### src/rtl/led_racer_pkg.sv
// led_racer_pkg: screen codes, pixel type and player colour table shared by the frame engine
package led_racer_pkg;
  typedef enum logic [1:0] {MENU = 2'd0, COUNTDOWN = 2'd1, RACE = 2'd2, WIN = 2'd3} screen_t;
  typedef struct packed {
    logic [7:0] g;
    logic [7:0] r;
    logic [7:0] b;
  } rgb_t;
  localparam rgb_t COLOR [8] = '{
    '{8'h30, 8'h00, 8'h00},
    '{8'h00, 8'h30, 8'h00},
    '{8'h00, 8'h00, 8'h30},
    '{8'h30, 8'h30, 8'h00},
    '{8'h30, 8'h00, 8'h30},
    '{8'h00, 8'h30, 8'h30},
    '{8'h18, 8'h30, 8'h00},
    '{8'h10, 8'h30, 8'h18}
  };
  localparam rgb_t WHITE = '{8'h10, 8'h10, 8'h10};
endpackage

### src/rtl/pixel_colorizer.sv
// pixel_colorizer: colour of one LED from a frame snapshot, screen and blink phase
module pixel_colorizer
  import led_racer_pkg::*;
#(
  parameter int MAX_POS     = 16,
  parameter int NUM_PLAYERS = 4
) (
  input  logic [NUM_PLAYERS*$clog2(MAX_POS)-1:0] i_pos,
  input  logic [NUM_PLAYERS-1:0]                 i_ready,
  input  logic [2:0]                             i_countdown,
  input  logic [1:0]                             i_screen,
  input  logic [$clog2(MAX_POS)-1:0]             i_idx,
  input  logic                                   i_blink_phase,
  output logic [23:0]                            o_rgb
);
  localparam int PW = $clog2(MAX_POS);
  localparam logic [PW-1:0] LAST = PW'(MAX_POS - 1);
  rgb_t w_menu, w_race, w_win;
  // descending scan so the lowest matching player is written last and wins
  always_comb begin
    w_menu = '0;
    w_race = '0;
    w_win  = '0;
    for (int k = NUM_PLAYERS - 1; k >= 0; k--) begin
      if (i_ready[k] && 32'(i_idx) == k) w_menu = COLOR[k];
      if (i_ready[k] && i_pos[k*PW +: PW] == i_idx) w_race = COLOR[k];
      if (i_pos[k*PW +: PW] == LAST) w_win = i_ready[k] ? COLOR[k] : '0;
    end
    o_rgb = i_screen == MENU      ? w_menu :
            i_screen == COUNTDOWN ? ((32'(i_idx) < 32'(i_countdown)) ? WHITE : '0) :
            i_screen == RACE      ? w_race :
            i_blink_phase         ? w_win  : '0;
  end
endmodule

### src/rtl/display_frame_engine.sv
// display_frame_engine: merges activity into frame requests, snapshots game state and
// streams one registered RGB pixel per LED over valid/ready, with a self-timed WIN blink
module display_frame_engine
  import led_racer_pkg::*;
#(
  parameter int MAX_POS      = 16,
  parameter int NUM_PLAYERS  = 4,
  parameter int BLINK_CYCLES = 6_000_000
) (
  input  logic                                   clk,
  input  logic                                   reset,
  input  logic [NUM_PLAYERS-1:0]                 player_ready,
  input  logic [NUM_PLAYERS*$clog2(MAX_POS)-1:0] player_pos,
  input  logic [NUM_PLAYERS-1:0]                 player_activity,
  input  logic                                   menu_activity,
  input  logic                                   is_in_menu,
  input  logic [2:0]                             countdown,
  output logic [1:0]                             current_screen,
  output logic                                   pix_valid,
  input  logic                                   pix_ready,
  output logic [$clog2(MAX_POS)-1:0]             pix_index,
  output logic [7:0]                             pix_g,
  output logic [7:0]                             pix_r,
  output logic [7:0]                             pix_b,
  output logic                                   frame_done,
  output logic                                   busy
);
  localparam int PW = $clog2(MAX_POS);
  localparam int BW = $clog2(BLINK_CYCLES);
  localparam logic [PW-1:0] LAST = PW'(MAX_POS - 1);
  localparam logic [BW-1:0] B_LAST = BW'(BLINK_CYCLES - 1);
  localparam logic [1:0] S_IDLE = 2'd0, S_SNAP = 2'd1, S_STREAM = 2'd2, S_DONE = 2'd3;
  logic [1:0] r_state;
  logic r_pending, r_phase, r_snap_phase;
  logic [BW-1:0] r_cnt;
  logic [NUM_PLAYERS*PW-1:0] r_pos;
  logic [NUM_PLAYERS-1:0] r_ready;
  logic [2:0] r_cd;
  screen_t r_screen, w_screen;
  logic [PW-1:0] r_idx, w_cidx;
  rgb_t r_pix, w_rgb;
  logic w_any_win, w_toggle, w_snap, w_req;
  always_comb begin
    w_any_win = 1'b0;
    for (int k = 0; k < NUM_PLAYERS; k++) w_any_win |= player_pos[k*PW +: PW] == LAST;
  end
  assign w_screen = is_in_menu ? MENU : countdown != 3'd0 ? COUNTDOWN : w_any_win ? WIN : RACE;
  assign w_snap   = r_state == S_SNAP;
  assign w_toggle = r_screen == WIN && r_cnt == B_LAST;
  assign w_req    = |player_activity | menu_activity | w_toggle;
  assign w_cidx   = w_snap ? '0 : r_idx + 1'b1;
  // during SNAP the colorizer sees the live inputs so pixel 0 is ready on the first STREAM cycle
  pixel_colorizer #(.MAX_POS(MAX_POS), .NUM_PLAYERS(NUM_PLAYERS)) u_colorizer (
    .i_pos        (w_snap ? player_pos : r_pos),
    .i_ready      (w_snap ? player_ready : r_ready),
    .i_countdown  (w_snap ? countdown : r_cd),
    .i_screen     (w_snap ? w_screen : r_screen),
    .i_idx        (w_cidx),
    .i_blink_phase(w_snap ? r_phase : r_snap_phase),
    .o_rgb        (w_rgb)
  );
  always_ff @(posedge clk) begin
    if (reset) begin
      r_state      <= S_IDLE;
      r_pending    <= 1'b1;
      r_phase      <= 1'b0;
      r_snap_phase <= 1'b0;
      r_cnt        <= '0;
      r_screen     <= MENU;
      r_idx        <= '0;
      r_pix        <= '0;
      r_pos        <= '0;
      r_ready      <= '0;
      r_cd         <= '0;
    end else begin
      r_pending <= w_req | (r_pending & ~w_snap);
      r_cnt     <= (r_screen != WIN || w_toggle) ? '0 : r_cnt + 1'b1;
      r_phase   <= r_screen == WIN && (r_phase ^ w_toggle);
      case (r_state)
        S_IDLE: if (r_pending) r_state <= S_SNAP;
        S_SNAP: begin
          r_state      <= S_STREAM;
          r_pos        <= player_pos;
          r_ready      <= player_ready;
          r_cd         <= countdown;
          r_screen     <= w_screen;
          r_snap_phase <= r_phase;
          r_idx        <= '0;
          r_pix        <= w_rgb;
        end
        S_STREAM: if (pix_ready) begin
          if (r_idx == LAST) r_state <= S_DONE;
          else begin
            r_idx <= r_idx + 1'b1;
            r_pix <= w_rgb;
          end
        end
        default: r_state <= S_IDLE;
      endcase
    end
  end
  assign pix_valid      = r_state == S_STREAM;
  assign frame_done     = r_state == S_DONE;
  assign busy           = r_state != S_IDLE;
  assign pix_index      = r_idx;
  assign {pix_g, pix_r, pix_b} = r_pix;
  assign current_screen = r_screen;
endmodule

### config.mk
export PLATFORM = sky130hd
export DESIGN_NAME = display_frame_engine
export DESIGN_NICKNAME = d
export VERILOG_FILES = /design/src/rtl/led_racer_pkg.sv /design/src/rtl/pixel_colorizer.sv /design/src/rtl/display_frame_engine.sv
export SDC_FILE = /design/constraint.sdc
export NUM_CORES = 1
export LEC_CHECK = 0
export ABC_AREA = 1
export BUFFER_PORTS_ARGS = -buffer_cell sky130_fd_sc_hd__buf_4
export CORE_UTILIZATION = 55
export CTS_CLUSTER_DIAMETER = 30
export DETAILED_ROUTE_END_ITERATION = 8
export GPL_TIMING_DRIVEN = 0
export PLACE_DENSITY = 0.78
export REMOVE_ABC_BUFFERS = 1
export SLEW_MARGIN = 0
export SYNTH_ARGS = -nofsm -noshare
export SYNTH_HDL_FRONTEND = slang
export SYNTH_HIERARCHICAL = 1
export SYNTH_SLANG_ARGS = --single-unit
export TNS_END_PERCENT = 5
### constraint.sdc
create_clock -name clk -period 2.8 [get_ports clk]
set_input_delay 0.28 -clock clk [delete_from_list [all_inputs] [get_ports clk]]
set_output_delay 0.28 -clock clk [all_outputs]
set_load 0.03 [all_outputs]
=== Yosys cells after proc, flatten, opt, wreduce, memory -nomap -nowiden ===
Index checks and enable logic that the tools add are counted.

* Flip-flop bits (word level): 81
* Bits in latches: 0
* Bits in writable memories: 0
* Memory bits (read-only): 0
* Bits of input ports: 32
* Output and inout port bits: 33
* Memories: 0

* Add/subtract/negate cells: 2
* Multipliers: 0
* Divide/modulo/power cells: 0
* Magnitude comparators: 1
* Equal/unequal tests: 28
* Shift operators: 0
* Multiplexer cells: 40
* Bitwise logic cells: 9
* Reduce and logical (&&, ||, !) cells: 21

{| class="wikitable"
|+ Operators by type and width
! cell !! count
|-
| 2-to-1 mux 24 bit || 10
|-
| 2-to-1 mux 22 bit || 10
|-
| one-hot mux 24 bit (2 select lines) || 1
|-
| equality test 4 bit (second input constant) || 9
|-
| adder 23 x 1 -> 23 bit (second input constant) || 1
|-
| equality test 23 bit (second input constant) || 1
|-
| 2-to-1 mux 21 bit || 1
|-
| equality test 4 bit || 4
|-
| 2-to-1 mux 16 bit || 1
|-
| 2-to-1 mux 4 bit || 4
|-
| 2-to-1 mux 14 bit || 1
|-
| 2-to-1 mux 2 bit || 6
|-
| logical AND 1 bit || 10
|-
| equality test 2 bit (second input constant) || 4
|-
| equality test 4 x 2 -> 1 bit (second input constant) || 2
|-
| one-hot mux 4 bit (2 select lines) || 1
|-
| 2-to-1 mux 6 bit || 1
|-
| inequality test 2 bit (second input constant) || 3
|-
| OR 1 bit || 6
|-
| one-hot mux 2 bit (3 select lines) || 1
|-
| AND reduction 3 bit || 2
|-
| adder 4 x 1 -> 4 bit (second input constant) || 1
|-
| equality test 2 x 1 -> 1 bit (second input constant) || 2
|-
| equality test 4 x 1 -> 1 bit (second input constant) || 1
|-
| other kinds (14) || 18
|}

=== Logic depth before layout (Yosys ltp) ===
Gate-level depths: netlist of run 1.

* Depth after elaboration: 15
* Gate-level depth with buffers: 21
* Mapped depth without buffers: 19

=== By module ===
The synthesis of run 1 kept the hierarchy.

{| class="wikitable"
|+ By module, submodules not included
! module !! instances !! cells each !! area each (µm²)
|-
| display_frame_engine || 1 || 488 || 3529.6
|-
| pixel_colorizer || 1 || 148 || 710.7
|}

=== Worst setup path before layout of run 1 ===
OpenSTA, ideal clock, no wires.

* Path kind: reg-to-reg
* Start: register r_state[1]
* End: register r_pix, in the netlist pix_r[4]
* Library setup time: 0.116 ns
* Arrival time: 2.094 ns
* Required time: 2.684 ns
* Slack: 0.590 ns
* Stages on the path, launching flop included: 19
* Buffers on the path: 2
* Clock period less this slack: 2.210 ns
* Path through: dfxtp_1 > inv_1 > ha_1 > buf_2 > buf_2 > nor2_1 > inv_2 > nand2_1 > nand2_1 > nor2_1 > nand3_1 > nand2_1 > inv_1 > nand2_1 > nand2_1 > nand2_1 > nand3_1 > nor2_1 > nor2_1

{| class="wikitable"
|+ RTL lines
! what !! line !! RTL
|-
| start, declared || display_frame_engine.sv:33 || <nowiki>logic [1:0] r_state;</nowiki>
|-
| start signal, assigned || display_frame_engine.sv:64 || <nowiki>r_state <= S_IDLE;</nowiki>
|-
| start signal, assigned || display_frame_engine.sv:80 || <nowiki>S_IDLE: if (r_pending) r_state <= S_SNAP;</nowiki>
|-
| start signal, assigned || display_frame_engine.sv:82 || <nowiki>r_state <= S_STREAM;</nowiki>
|-
| end signal, assigned || display_frame_engine.sv:89 || <nowiki>r_pix <= w_rgb;</nowiki>
|-
| end signal, assigned || display_frame_engine.sv:95 || <nowiki>r_pix <= w_rgb;</nowiki>
|-
| end, declared || display_frame_engine.sv:41 || <nowiki>rgb_t r_pix, w_rgb;</nowiki>
|}

==> results by stage, run 1 <==
Detailed routing:
- The number of remaining DRC errors is 0.
- The first routing iteration left 154 violations.
- In this run the remaining antenna-violating nets after routing total 0.
- Using the TritonRoute via totals, the vias-per-cell ratio works out to approximately 5.1.
- The number of optimization iterations in the first detailed-route pass is 6.
- The number of vias after detailed routing is roughly 4100.
- Summed over all layers, the routed wires come to 10000 um.
- The average routed wire per standard cell is about 13 um.

Final layout:
- Of the cells placed in the final design, the portion with a size suffix greater than 1 is between 10% and 20%.
- The post-layout net count is between 700 and 800.
- The count of antenna diodes in the layout is 0.
- Relative to the synthesized area, the layout overhead comes to 16.4%.
- Summing all multi-input logic gate instances after layout gives 2250 sq um.
- The area taken by flip-flops and latches is between 1500 and 2000 sq um.
- The number of filler instances in the final layout is 662.

Setup path:
- The cell with the biggest individual delay on the critical path is nor2_1.
- The startpoint class of the critical path is a flop.
- The highest cell delay on the worst timing path is 0.51 ns.
- The startpoint of the most critical register-to-register path is pix_index[0]$_SDFFE_PP0P_.
- The required time of the critical path is 3.06 ns.
- The minimum setup slack among reg-to-reg paths is 0.26 ns.
- Traced cell by cell, the critical path runs through ha_1 > xor2_1 > inv_1 > nor2_1 > inv_1 > nand2_1 > nand2_1 > nor2_1 > nand3_1 > nand2_1 > o21ai_1 > nand2_1 > nand3_1 > nor2_1 > nor2_1.
- Of all nets on the critical path, the largest fanout is 7.
- The type of the worst setup path is reg -> reg.
- The number of cells on the worst reg-to-reg path is 15.
- The critical path arrival is ~2.8 ns.
- The end of the worst register-to-register path is pix_b[4]$_SDFFE_PP0P_.
- The endpoint type of the worst setup path is a flop.

Synth:
- The fraction of the mapped netlist area in adder cells is approximately 2.7%.
- By area, the combinational part of the netlist is dominated by simple AND/OR/NAND/NOR gates.
- Multiplexer cells account for 0% of the synthesized area.
- Summing the areas of all compound-gate instances in the mapped netlist gives 10.7% of the synthesized area.
- The synthesized instance count is between 600 and 700.
- Of the total synthesized cell area, the portion taken by XOR and XNOR cells is 3.30%.
- The count of state elements after synthesis is about 80.
- Sequential cells were found to cover between 30% and 40% of the synthesized design area.
- The number of warnings issued by yosys is 6.
- The cell area that synthesis handed to floorplanning was roughly 4200 sq um.
- After synthesis, the mean cell area works out to between 6 and 7 sq um.
- After Yosys synthesis, and, or, nand and nor cells account for 34.3% of the synthesized area.
- The number of unique standard cell types used by synthesis is 34.

Placed design:
- After legalization and detailed placement, the total HPWL measured 6910 um.
- The weighted congestion reported at the end of routability-driven placement is around 0.90.
- Port buffering added 64 buffers.

Clock network:
- TritonCTS created 9 clock buffers.
- The number of sinks driven by the clock tree is 81.
- The CTS tree is done.
- The clock edge transition at the registers on the reported setup and hold paths is around 0.09 ns.
- Hold repair after CTS inserted 0 buffers.
- The later pin in the worst-skew pair is clocked with a latency of between 0.3 and 0.4 ns.
- Clock tree synthesis selected as its root buffer the cell clkbuf_8.
- The H-tree was split into 3 levels.
- The clock tree buffer depth is 2.

Power and ir drop:
- The total power draw is 4410 uW.
- The sequential group share of total power is 35.0%.
- Per report_power, the combinational group accounts for 44.8% of the total.
- For this design the static power due to leakage is 0.00226 uW.
- The cell-internal power is between 2000 and 3000 uW.
- For this design the total switching power over the nets is about 1900 uW.
- The power per standard cell area is around 900 nW/um^2.
- The net switching share of the total power is approximately 43%.
- IR analysis of the VDD net gives a maximum drop of between 0.6 and 0.7 mV.
- The proportion of power drawn by the clock network is about 20%.

Hold path:
- The worst hold path belongs to the class in -> reg.
- The worst min-delay path endpoint is r_pending$_SDFF_PP1_.
- Along the worst hold path, the cell count comes to 3.
- In this run the most critical hold path is launched from player_activity[0].

STA:
- The worst clock skew is 0.0123 ns.
- Setup repair after global routing left no endpoint under its margin.
- Derived from the worst setup path, the maximum achievable clock frequency is between 300 and 400 MHz.
- The max-slew violation total from the final report came to 0.
- At the pin with the least slew margin, the transition time is about 0.72 ns.
- Of the available clock period, the critical path in the final layout requires about nine tenths.
- In this run the tightest slew margin relative to its limit is approximately half.
- The final critical delay including setup and external delays is ~2.5 ns.
- Across all hold checks on the routed design, the worst slack comes to 0.157 ns.
- The number of setup violations in the final report is 0.
- The final count of hold timing violations is 0.

Global routing:
- The number of global-route vias before repair is about 4000.
- The initial antenna violation count is 0.
- Entering global routing, the biggest net connects 32 pins.
- The total congestion overflow is 0.
- The wire length of the first global-routing pass is about 17000 um.
- Global routing used around a quarter of the available tracks.

Floorplan:
- The number of standard-cell rows in the floorplan is 31.
- The floorplan step set the die height to about 90 um.
- From left edge to right edge, the die measures between 80 and 90 um.
- Once the floorplan was initialized, standard cells occupied between 50% and 60% of the core.
- The floorplan step defined a die boundary enclosing between 8000 and 9000 sq um.
- During I/O placement, the number of pins put on the boundary was 65.
- The area of the placeable core is roughly 7400 sq um.

Run:
- The reported max-cap violation count is 0.

Outcome:
- The run finished with clean final reports.
## layout make-up
type	count	share of cell area [%]
sequential	81	32.9
clock buffer	10	2.79
clock inverter	6	1.32
multi-input combinational	479	45.6
timing repair buffer	68	10.4
inverter	56	4.34
timing repair inverter	1	0.152
tap	99	2.51
## routing by layer
| metal | track usage [%] | routed length, um | vias up |
|---|---|---|---|
| met4 | 11.9 | 272 | 0 |
| li1 | - | - | 2093 |
| met3 | 6.09 | 415 | 26 |
| met2 | 46.9 | 4930 | 95 |
| met5 | 0 | 0 | - |
| met1 | 28.0 | 4390 | 1865 |
## state kept, by name, indices dropped and copies added, names as in the netlist
name            cells
current_screen      2
pix_b               8
pix_g               8
pix_index           4
pix_r               8
r_cd                3
r_cnt              23
r_pending           1
r_phase             1
r_pos              16
r_ready             4
r_snap_phase        1
r_state             2
## how the worst max path moves through the flow
stage,startpoint,end,slack [ns],cells past startpoint
after floorplan,r_state[1]$_SDFFE_PP0P_,pix_b[0]$_SDFFE_PP0P_,0.08,7
after global placement,r_state[1]$_SDFFE_PP0P_,pix_b[4]$_SDFFE_PP0P_,-0.95,7
after detailed placement,r_state[1]$_SDFFE_PP0P_,pix_b[2]$_SDFFE_PP0P_,-0.95,7
after CTS,r_state[1]$_SDFFE_PP0P_,pix_r[4]$_SDFFE_PP0P_,0.17,16
after global routing,r_state[1]$_SDFFE_PP0P_,pix_g[4]$_SDFFE_PP0P_,0.03,13
final,pix_index[0]$_SDFFE_PP0P_,pix_b[4]$_SDFFE_PP0P_,0.26,15
## repair_timing
item,in CTS,in global routing
endpoints found under the hold margin,0,0
setup endpoints to repair,28,9
gates resized for setup,5,2
cloned,1,0
setup buffers,3,1
## power groups by stage
stage | clock [uW] | combinational, uW | sequential [uW]
2_1_floorplan | 0 | 914 | 1890
3_3_place_gp | 0 | 1810 | 1550
3_5_place_dp | 0 | 1850 | 1560
4_1_cts | 896 | 1940 | 1550
5_1_grt | 945 | 2170 | 1570
6_report | 889 | 1980 | 1550
## stage by stage
step	setup slack (ns)	setup TNS, ns	util [%]	cells	instance area [sq um]
floorplan	0.0849	0	-	616	4060
global placement	-0.945	-25.50	63.3	779	4660
detailed placement	-0.955	-25.43	63.3	779	4660
CTS	0.174	0	66.7	799	4920
global route	0.0346	0	67.0	800	4930
finish	0.257	0	67.0	800	4930
## synthesized netlist by cell type, drive strengths merged
library cell / instances / area share [%]
a211oi: 1 / 0.18
a21oi: 43 / 5.1
buf: 30 / 5.1
clkbuf: 7 / 0.68
conb: 1 / 0.088
dfxtp: 81 / 38
ha: 9 / 2.7
inv: 56 / 5.0
nand2: 182 / 16
nand3: 25 / 3.4
nand3b: 2 / 0.35
nand4: 13 / 1.9
nor2: 119 / 11
nor3: 5 / 0.59
nor4: 1 / 0.15
o211ai: 2 / 0.35
o21ai: 37 / 4.4
o21bai: 1 / 0.18
o22ai: 1 / 0.30
o41ai: 1 / 0.21
or2: 3 / 0.44
xnor2: 8 / 1.7
xor2: 8 / 1.7
## worst max-delay path, delay by kind of cell (launching register included)
kind / cells / cell delay [ns]
fa+ha+maj: 1 / 0.22
simple gates: 10 / 1.32
xor+xnor: 1 / 0.21
compound gates: 1 / 0.07
flops: 1 / 0.43
buf+inv: 2 / 0.19
## cells by family (layout without fill, tap and decap cells)
family,count (synthesis),after routing
simple gates,350,350
xor+xnor,16,16
other cells,1,18
fa+ha+maj,9,9
compound gates,86,86
buf+inv,93,141
flops,81,81
## cell usage in the layout, fill, tap and decap left out
| cell type | Yosys | layout |
|---|---|---|
| nand2_1 | 179 | 179 |
| nor2_1 | 113 | 111 |
| dfxtp_1 | 81 | 81 |
| buf_4 | 18 | 67 |
| inv_1 | 53 | 52 |
| a21oi_1 | 43 | 43 |
| o21ai_0 | 32 | 32 |
| nand3_1 | 21 | 21 |
| conb_1 | 1 | 18 |
| nand4_1 | 13 | 13 |
| clkbuf_8 | 0 | 10 |
| xor2_1 | 8 | 8 |
| xnor2_1 | 8 | 8 |
| ha_1 | 9 | 8 |
| nor2_2 | 4 | 6 |
| o21ai_1 | 5 | 5 |
| nor3_1 | 5 | 5 |
| nand3_2 | 4 | 4 |
| clkinvlp_4 | 0 | 3 |
| inv_2 | 3 | 3 |
| nand2_2 | 3 | 3 |
| nor2_4 | 2 | 2 |
| or2_2 | 2 | 2 |
| o211ai_1 | 2 | 2 |
| clkinv_2 | 0 | 2 |
| nand3b_1 | 2 | 2 |
| o22ai_4 | 0 | 1 |
| or2_0 | 1 | 1 |
| nor4_1 | 1 | 1 |
| a211oi_1 | 1 | 1 |
| o21bai_1 | 1 | 1 |
| ha_4 | 0 | 1 |
| bufinv_16 | 0 | 1 |
| inv_6 | 0 | 1 |
| clkinv_4 | 0 | 1 |
| buf_6 | 4 | 1 |
| o41ai_1 | 1 | 1 |
Power figures use the tool's default switching activity.
==> run 2, diff against run 1 <==
--- a/config.mk
+++ b/config.mk
@@ -7,6 +7,7 @@
 export LEC_CHECK = 0
 export ABC_AREA = 1
 export BUFFER_PORTS_ARGS = -buffer_cell sky130_fd_sc_hd__buf_4
+export CORE_ASPECT_RATIO = 0.6
 export CORE_UTILIZATION = 55
 export CTS_CLUSTER_DIAMETER = 30
 export DETAILED_ROUTE_END_ITERATION = 8
==> results by stage, run 2 (synthesis results as in run 1) <==
Outcome:
- The flow ran to the end, and the final reports show no timing, DRC or antenna violations.

Detailed routing:
- For this block, the initial DRC count from the detailed router was ~250.
- The number of optimization iterations in the first detailed-route pass is 5.
- The count of nets left with antenna violations after detail routing is 0.
- The number of vias after detailed routing is about 4000.
- Dividing the detail-routed wire length by the instance count gives 12.9 um.
- The number of vias per cell is between 5 and 6.
- After detailed routing, the number of remaining DRC violations is 0.
- The final layout contains routed wiring with a total length of 10400 um.

Final layout:
- Ranked by flip-flop count, first place goes to r_cnt.
- The count of antenna diodes in the layout is 0.
- The fraction of layout cells with a size suffix above 1 is between 15 and 20%.
- The largest registers in the layout are r_cnt: 23 flops, r_pos: 16 flops.
- Once layout is complete, the cells apart from fillers number 809.
- The register with the most flip-flops in the layout has 23 of them.
- In the layout the commonest cells are nand2_1, nor2_1, dfxtp_1, buf_4, inv_1.
- The most common library cell in the layout ignoring fill and taps is nand2_1.
- The number of filler instances in the final layout is 641.
- The post-synthesis to final-layout area growth is 19.9%.
- The post-layout net count is 741.

Setup path:
- The critical path arrival is 2.74 ns.
- Among the stages of the critical path, the cell type that occurs most often is nand2_1.
- The highest cell delay on the worst timing path is between 0.5 and 0.6 ns.
- The critical path goes through inv_1 > ha_4 > nor2_1 > inv_2 > nand2_1 > nand2_1 > nor2_1 > nand3_1 > nand2_1 > inv_1 > nand2_1 > nand2_1 > nand2_1 > nand2_1 > nor2_1 > nor2_1.
- For the worst flop-to-flop path, the logic depth is 16.
- The top fanout value on the critical path is 9.
- The critical path is of the reg -> reg type.
- The startpoint of the most critical register-to-register path is r_state[1]$_SDFFE_PP0P_.
- The worst setup path is launched from a flop.
- For flop-to-flop paths, the worst setup slack is roughly 0.29 ns.
- In this run the critical register-to-register path is captured at pix_r[5]$_SDFFE_PP0P_.
- The cell with the biggest individual delay on the critical path is nor2_1.
- The endpoint type of the worst setup path is a flop.
- Data on the critical path is required at its endpoint by approximately 3 ns.

Hold path:
- The hold path startpoint is player_activity[0].
- The worst hold path terminates at r_pending$_SDFF_PP1_.
- The path category of the worst min-delay check is in -> reg.
- The number of cells on the worst hold path is 3.

Placed design:
- Once detailed placement completed, the half-perimeter wirelength came to approximately 7100 um.
- The number of cells in the design after placement is roughly 780.
- In this run the tool buffered the top-level ports with 64 buffer cells.
- The weighted congestion reported at the end of routability-driven placement is between 0.9 and 1.

Clock network:
- Buffers inserted during clock tree synthesis total 9.
- The number of sinks driven by the clock tree is roughly 80.
- TritonCTS built the clock tree.
- The number of hold buffers added after CTS was 0.
- The total number of H-tree levels is 3.
- The root buffer selected by CTS is clkbuf_16.
- Clock-pin slew was measured on the worst setup and hold paths at ~0.060 ns.
- The clock tree buffer depth is 2.
- The source-to-sink clock delay at the later pin of the worst-skew pair is between 0.3 and 0.4 ns.

Floorplan:
- The die span in x is ~120 um.
- The die area is about 8100 sq um.
- The floorplan step set the die height to between 70 and 80 um.
- The number of standard-cell rows in the floorplan is 24.
- The initial standard-cell utilization of the core is 57.6%.
- Pin placement for this block handled 65 I/O pins.
- The area of the placeable core is between 7000 and 8000 sq um.

Global routing:
- Entering global routing, the biggest net connects 32 pins.
- In the global route stage, overall resource usage came out at 27.0%.
- The number of global-route vias before repair is 3827.
- The initial antenna violation count is 0.
- The total congestion overflow is 0.
- The first global-routing pass estimated 17200 um of wire.

Power and ir drop:
- The internal portion of the total power is around 2900 uW.
- The design draws 4820 uW.
- Summed over all cells, the static leakage comes to around 0.0023 uW.
- Combinational logic burns between 40% and 50% of the power.
- The sequential group share of total power is between 30% and 40%.
- IR analysis of the VDD net gives a maximum drop of ~0.57 mV.
- The net switching power is between 1500 and 2000 uW.
- The power per standard cell area is roughly 950 nW/um^2.
- Net switching is between 40% and 50% of the power.
- The proportion of power drawn by the clock network is 25.5%.

STA:
- The final setup TNS is 0 ns.
- Headroom to the max-slew limit came out at just over 50%.
- The final count of hold timing violations is 0.
- The measured slew at the worst slew-check pin is 0.740 ns.
- The maximum frequency from static timing analysis is between 300 and 400 MHz.
- The number of setup violations in the final report is 0.
- The share of the clock period used by the worst path after layout is between 80% and 90%.
- Setup repair after global routing left no endpoint under its margin.
- Across the routed clock network, the largest skew measured is 0.00439 ns.
- The worst hold slack is around 0.16 ns.
- The worst path needs around 2.5 ns of the cycle, external delays included.
- The max-slew violation total from the final report is 0.

Run:
- The tool flagged a number of max-cap violations equal to 0.
## run 2: changes by cell type in the layout (fill, tap and decap cells not counted)
cell,before,now
clkinv_4,1,0
nor2_1,111,112
clkbuf_8,10,3
clkbuf_16,0,9
inv_6,1,0
nor2_2,6,5
clkinvlp_4,3,4
buf_4,67,71
clkinv_2,2,1
## run 2: power groups by stage
stage / Clock [uW] / Combinational (uW) / Sequential (uW)
final: 1230 / 2040 / 1550
after CTS: 1240 / 1970 / 1550
after detailed placement: 0 / 1870 / 1560
after global routing: 1290 / 2220 / 1580
after floorplan: 0 / 914 / 1890
after global placement: 0 / 1810 / 1560
## run 2: per-stage QoR
step           util [%]  area [sq um]  worst slack, ns
5_1_grt            69.1          5080           0.0851
3_5_place_dp       63.5          4670            -1.06
6_report           69.1          5080            0.286
3_3_place_gp       63.5          4670           -0.986
4_1_cts            68.7          5050            0.197
2_1_floorplan         -          4060           0.0849
## run 2: how the worst max path moves through the flow
stage / depth (start not counted) / endpoint / startpoint
2_1_floorplan: 7 / pix_b[0]$_SDFFE_PP0P_ / r_state[1]$_SDFFE_PP0P_
5_1_grt: 15 / pix_b[4]$_SDFFE_PP0P_ / pix_index[0]$_SDFFE_PP0P_
3_5_place_dp: 7 / pix_b[5]$_SDFFE_PP0P_ / r_state[1]$_SDFFE_PP0P_
3_3_place_gp: 7 / pix_g[5]$_SDFFE_PP0P_ / r_state[1]$_SDFFE_PP0P_
6_report: 16 / pix_r[5]$_SDFFE_PP0P_ / r_state[1]$_SDFFE_PP0P_
4_1_cts: 16 / pix_b[4]$_SDFFE_PP0P_ / r_state[1]$_SDFFE_PP0P_
## run 2: layer usage
layer | wire length, um | vias to the layer above | GRT usage (%) | part of all wire [%]
met5 | 0 | - | 0 | 0
met4 | 175 | 0 | 9.96 | 1.7
met3 | 656 | 21 | 6.34 | 6.3
met2 | 4690 | 134 | 42.9 | 45
met1 | 4910 | 1862 | 35.7 | 47
li1 | - | 2106 | - | -
## run 2: layout make-up
cell class | instances | area [sq um] | share of cell area (%)
repair inverters | 1 | 7.51 | 0.148
multi-input cells | 479 | 2250 | 44.2
inverters | 56 | 214 | 4.21
clock inverters | 4 | 50.0 | 0.985
clock buffers | 12 | 267 | 5.24
well taps | 104 | 130 | 2.56
repair buffers | 72 | 544 | 10.7
flip-flops and latches | 81 | 1620 | 31.9
## run 2: worst max-delay path: cells and delay by family, from the launching register on
family / cells / cell delay [ns]
buffers and inverters: 3 / 0.36
adders and majority gates: 1 / 0.23
and+or+nand+nor: 12 / 1.42
DFF: 1 / 0.38
## run 2: what timing repair did
item                       4_1_cts  5_1_grt
setup buffers                    5        3
resized for setup                5        1
setup endpoints to repair       30        6
cloned                           1        0
==> run 3, diff against run 2 <==
--- a/config.mk
+++ b/config.mk
@@ -5,9 +5,7 @@
 export SDC_FILE = /design/constraint.sdc
 export NUM_CORES = 1
 export LEC_CHECK = 0
-export ABC_AREA = 1
 export BUFFER_PORTS_ARGS = -buffer_cell sky130_fd_sc_hd__buf_4
-export CORE_ASPECT_RATIO = 0.6
 export CORE_UTILIZATION = 55
 export CTS_CLUSTER_DIAMETER = 30
 export DETAILED_ROUTE_END_ITERATION = 8
==> results by stage, run 3 <==
STA:
- The final count of hold timing violations came to 0.
- Setup repair after global routing left no endpoint under its margin.
- The worst clock skew is 0.00856 ns.
- The worst setup margin is ~0.22 ns.
- Based on the critical path, the design can be clocked at up to between 300 and 400 MHz.
- In the finished design, the share of the clock period the worst path needs comes to between 90% and 100%.
- Summed over all failing endpoints, the final setup total negative slack is 0 ns.
- The final critical delay including setup and external delays is 2.58 ns.
- The number of setup violations in the final report is 0.
- The measured slew at the worst slew-check pin is approximately 0.60 ns.
- The headroom to the max-slew limit is approximately three fifths.
- The max-slew violation total from the final report came to 0.

Final layout:
- The share of the core filled with cells is between 60% and 70%.
- The largest registers in the layout are r_cnt: 23 flops, r_pos: 16 flops.
- Relative to the synthesized area, the layout overhead comes to 17.6%.
- The number of filler instances in the final layout is just over 600.
- The count of antenna diodes in the layout is 0.
- The top register by number of flip-flops is r_cnt.
- The final instance area is 4850 sq um.
- The post-layout net count is 541.
- In the layout the commonest cells are dfxtp_1, buf_4, nor2_1, mux2i_1, nor2b_1.
- Leaving out fill and tap cells, the most frequent cell in the layout is dfxtp_1.
- The fraction of layout cells with a size suffix above 1 is approximately a quarter.
- The flip-flop count of the largest register after layout is 23.

Global routing:
- Global routing used 29.1% of the available met1 tracks.
- The wire length of the first global-routing pass is around 14000 um.
- In this run the most used layer during global routing was met2.
- The met2 capacity usage during global routing is approximately two fifths.
- Global routing consumed, over all layers together, 22.8% of the routing resources.
- Entering global routing, the biggest net connects 62 pins.
- The number of global-route vias before repair is about 3000.
- The total congestion overflow is 0.
- The initial antenna violation count is 0.
- The met3 usage is about 4.2%.

Detailed routing:
- The number of remaining DRC errors is 0.
- For this block, the routed nets add up to 8550 um of wire.
- The detail route stage leaves a number of antenna-violating nets equal to 0.
- The number of optimization iterations in the first detailed-route pass is 4.
- The number of vias per cell is 5.46.
- The number of DRC markers after the initial detailed-route iteration is around 150.
- The average routed wire per standard cell is 14.2 um.
- For this block, the via count after detailed routing is between 3000 and 4000.

Setup path:
- The buffer and inverter count on the worst path is 2.
- The worst setup path is launched from a flop.
- The critical path's top delay family is simple AND/OR/NAND/NOR gates.
- The critical path launch point is r_state[1]$_SDFFE_PP0P_.
- The worst setup path is captured at a flop.
- The cell depth of the worst setup path is 10.
- At the worst endpoint, the required time is 3.02 ns.
- Of all nets on the critical path, the largest fanout is 10.
- The cell with the biggest individual delay on the critical path is nor4_1.
- In this run the critical register-to-register path is launched from r_state[1]$_SDFFE_PP0P_.
- The critical path is of the reg -> reg type.
- For this run, the slowest stage of the critical path takes approximately 0.44 ns.
- Traced cell by cell, the critical path runs through inv_1 > ha_4 > buf_4 > mux2_2 > xor2_1 > nor4_1 > or2b_1 > o21ai_0 > mux2i_1 > nor2_1.
- The worst-case reg-to-reg path depth is 10.
- The critical path arrival is 2.80 ns.

Floorplan:
- The area of the placeable core is 7250 sq um.
- The die covers between 7000 and 8000 sq um.
- The floorplan die height is about 89 um.
- The initial standard-cell utilization of the core is a little under three fifths.
- The number of standard-cell rows in the floorplan is 31.
- From left edge to right edge, the die measures a little under 90 um.
- The number of primary I/O pins is 65.

Power and ir drop:
- The power per standard cell area is 816 nW/um^2.
- The static leakage is slightly below 0.002 uW.
- The worst-case IR drop observed on VDD is approximately 0.53 mV.

Synth:
- In the synthesized netlist, the cells that appear most often are dfxtp_1, nor2_1, nor2b_1, mux2i_1, mux2_2.
- The most instantiated library cell after synthesis is dfxtp_1.
- The top flip-flop cell by instance count after synthesis is dfxtp_1.
- The count of state elements after synthesis is 81.
- By area the synthesized netlist is led by dfxtp_1, mux2_2, mux2i_1.
- The synthesized design contains 0 enable-type register cells.
- Yosys printed 6 warnings.
- The number of unique standard cell types used by synthesis is 59.
- The largest total area in the synthesized netlist belongs to dfxtp_1.
- A synthesized cell averages ~9.3 sq um.
- Synthesis handed over a netlist of ~440 instances.
- Sequential cells were found to cover slightly below 40% of the synthesized design area.
- The post-synthesis instance area is 4120 sq um.
- The top cell type by area accounts for about two fifths of the synthesized area.
- The async set-reset flop share out of synthesis is 0%.

Clock network:
- After clock tree synthesis, the clock-pin slew on the worst setup and hold paths is around 0.08 ns.
- Clock tree synthesis found a total of 81 sinks.
- The source-to-sink clock delay at the later pin of the worst-skew pair is approximately 0.35 ns.
- The root buffer selected by CTS is clkbuf_8.
- The CTS tree is done.
- In this run, post-CTS hold repair placed 0 buffers.
- The clock passes through at most 2 buffers.
- The total number of H-tree levels is 3.
- The TritonCTS buffer count is 9.

Placed design:
- The wire-length estimate of the detail-placed layout is about 5800 um.
- Prior to clock tree synthesis, the placed netlist has a worst setup slack of -0.905 ns.
- The weighted congestion reported at the end of routability-driven placement is about 0.87.
- The cell area after placement is 4580 sq um.
- The number of buffers added on ports is 64.

Hold path:
- The hold path startpoint is player_activity[0].
- The number of cells on the worst hold path is 3.
- The tightest min-delay check is of the in -> reg type.

Run:
- Across the run, the number of max-cap violations was 0.

Outcome:
- The run finished with clean final reports.
## run 3: cell types whose count changed in the layout (fill, tap and decap cells not counted), moves of 25 or more
cell | before | now
nor2_1 | 112 | 59
inv_1 | 52 | 13
nand2_1 | 179 | 15
nor2b_1 | 0 | 26
mux2_2 | 0 | 25
mux2i_1 | 0 | 26
a21oi_1 | 43 | 6
## run 3: timing repair
| action | 4_1_cts | 5_1_grt |
|---|---|---|
| endpoints found under the setup margin | 29 | 6 |
| pin swaps | 0 | 1 |
| gates resized for setup | 3 | 9 |
| buffers inserted | 1 | 2 |
## run 3: path summary, 6_finish.rpt
kind,endpoint,slack (ns)
worst max-delay path,pix_r[5]$_SDFFE_PP0P_,0.22
worst min-delay path,r_pending$_SDFF_PP1_,0.18
worst max register to register,pix_r[5]$_SDFFE_PP0P_,0.22
worst min register to register,r_cnt[0]$_SDFF_PP0_,0.48
## run 3: cell families (layout without fill, tap and decap cells)
family / after synthesis / after routing / share of synthesized area [%]
buffers and inverters: 52 / 98 / 7.32
DFF: 81 / 81 / 39.4
muxes: 51 / 51 / 13.1
adders and majority gates: 9 / 9 / 2.73
AOI/OAI and AO/OA: 38 / 38 / 7.14
and+or+nand+nor: 177 / 177 / 23.2
xor gates and xnor gates: 33 / 33 / 7.01
other: 1 / 18 / 0.0910
## run 3: layer usage
| metal | up-vias | routed length [um] |
|---|---|---|
| li1 | 1619 | - |
| met1 | 1569 | 3930 |
| met2 | 93 | 4070 |
| met3 | 15 | 389 |
| met4 | 0 | 163 |
| met5 | - | 0 |
## run 3: cell type report
class	instances	area (sq um)	share of cell area, %
sequential	81	1620	33.5
inverter	14	56.3	1.16
tap	99	124	2.56
clock inverter	5	55.1	1.14
timing repair buffer	68	534	11.0
multi-input combinational	326	2310	47.7
clock buffer	11	141	2.92
## run 3: per-stage QoR
step	std cells	total power (uW)	hold slack [ns]
after floorplan	421	2580	0.349
after global placement	584	2960	0.442
after detailed placement	585	3040	0.480
after CTS	602	3930	0.175
after global routing	604	4170	0.181
final	604	3950	0.184
## run 3: power breakdown
part,switching (uW),internal (uW)
combinational,909,765
clock,424,434
sequential,86.3,1330
## run 3: worst reg2reg max path, cell delays in order (launching register included)
cell,delay [ns]
dfxtp_2,0.35
inv_1,0.12
ha_4,0.20
buf_4,0.21
mux2_2,0.39
xor2_1,0.15
nor4_1,0.44
or2b_1,0.24
o21ai_0,0.13
mux2i_1,0.18
nor2_1,0.06
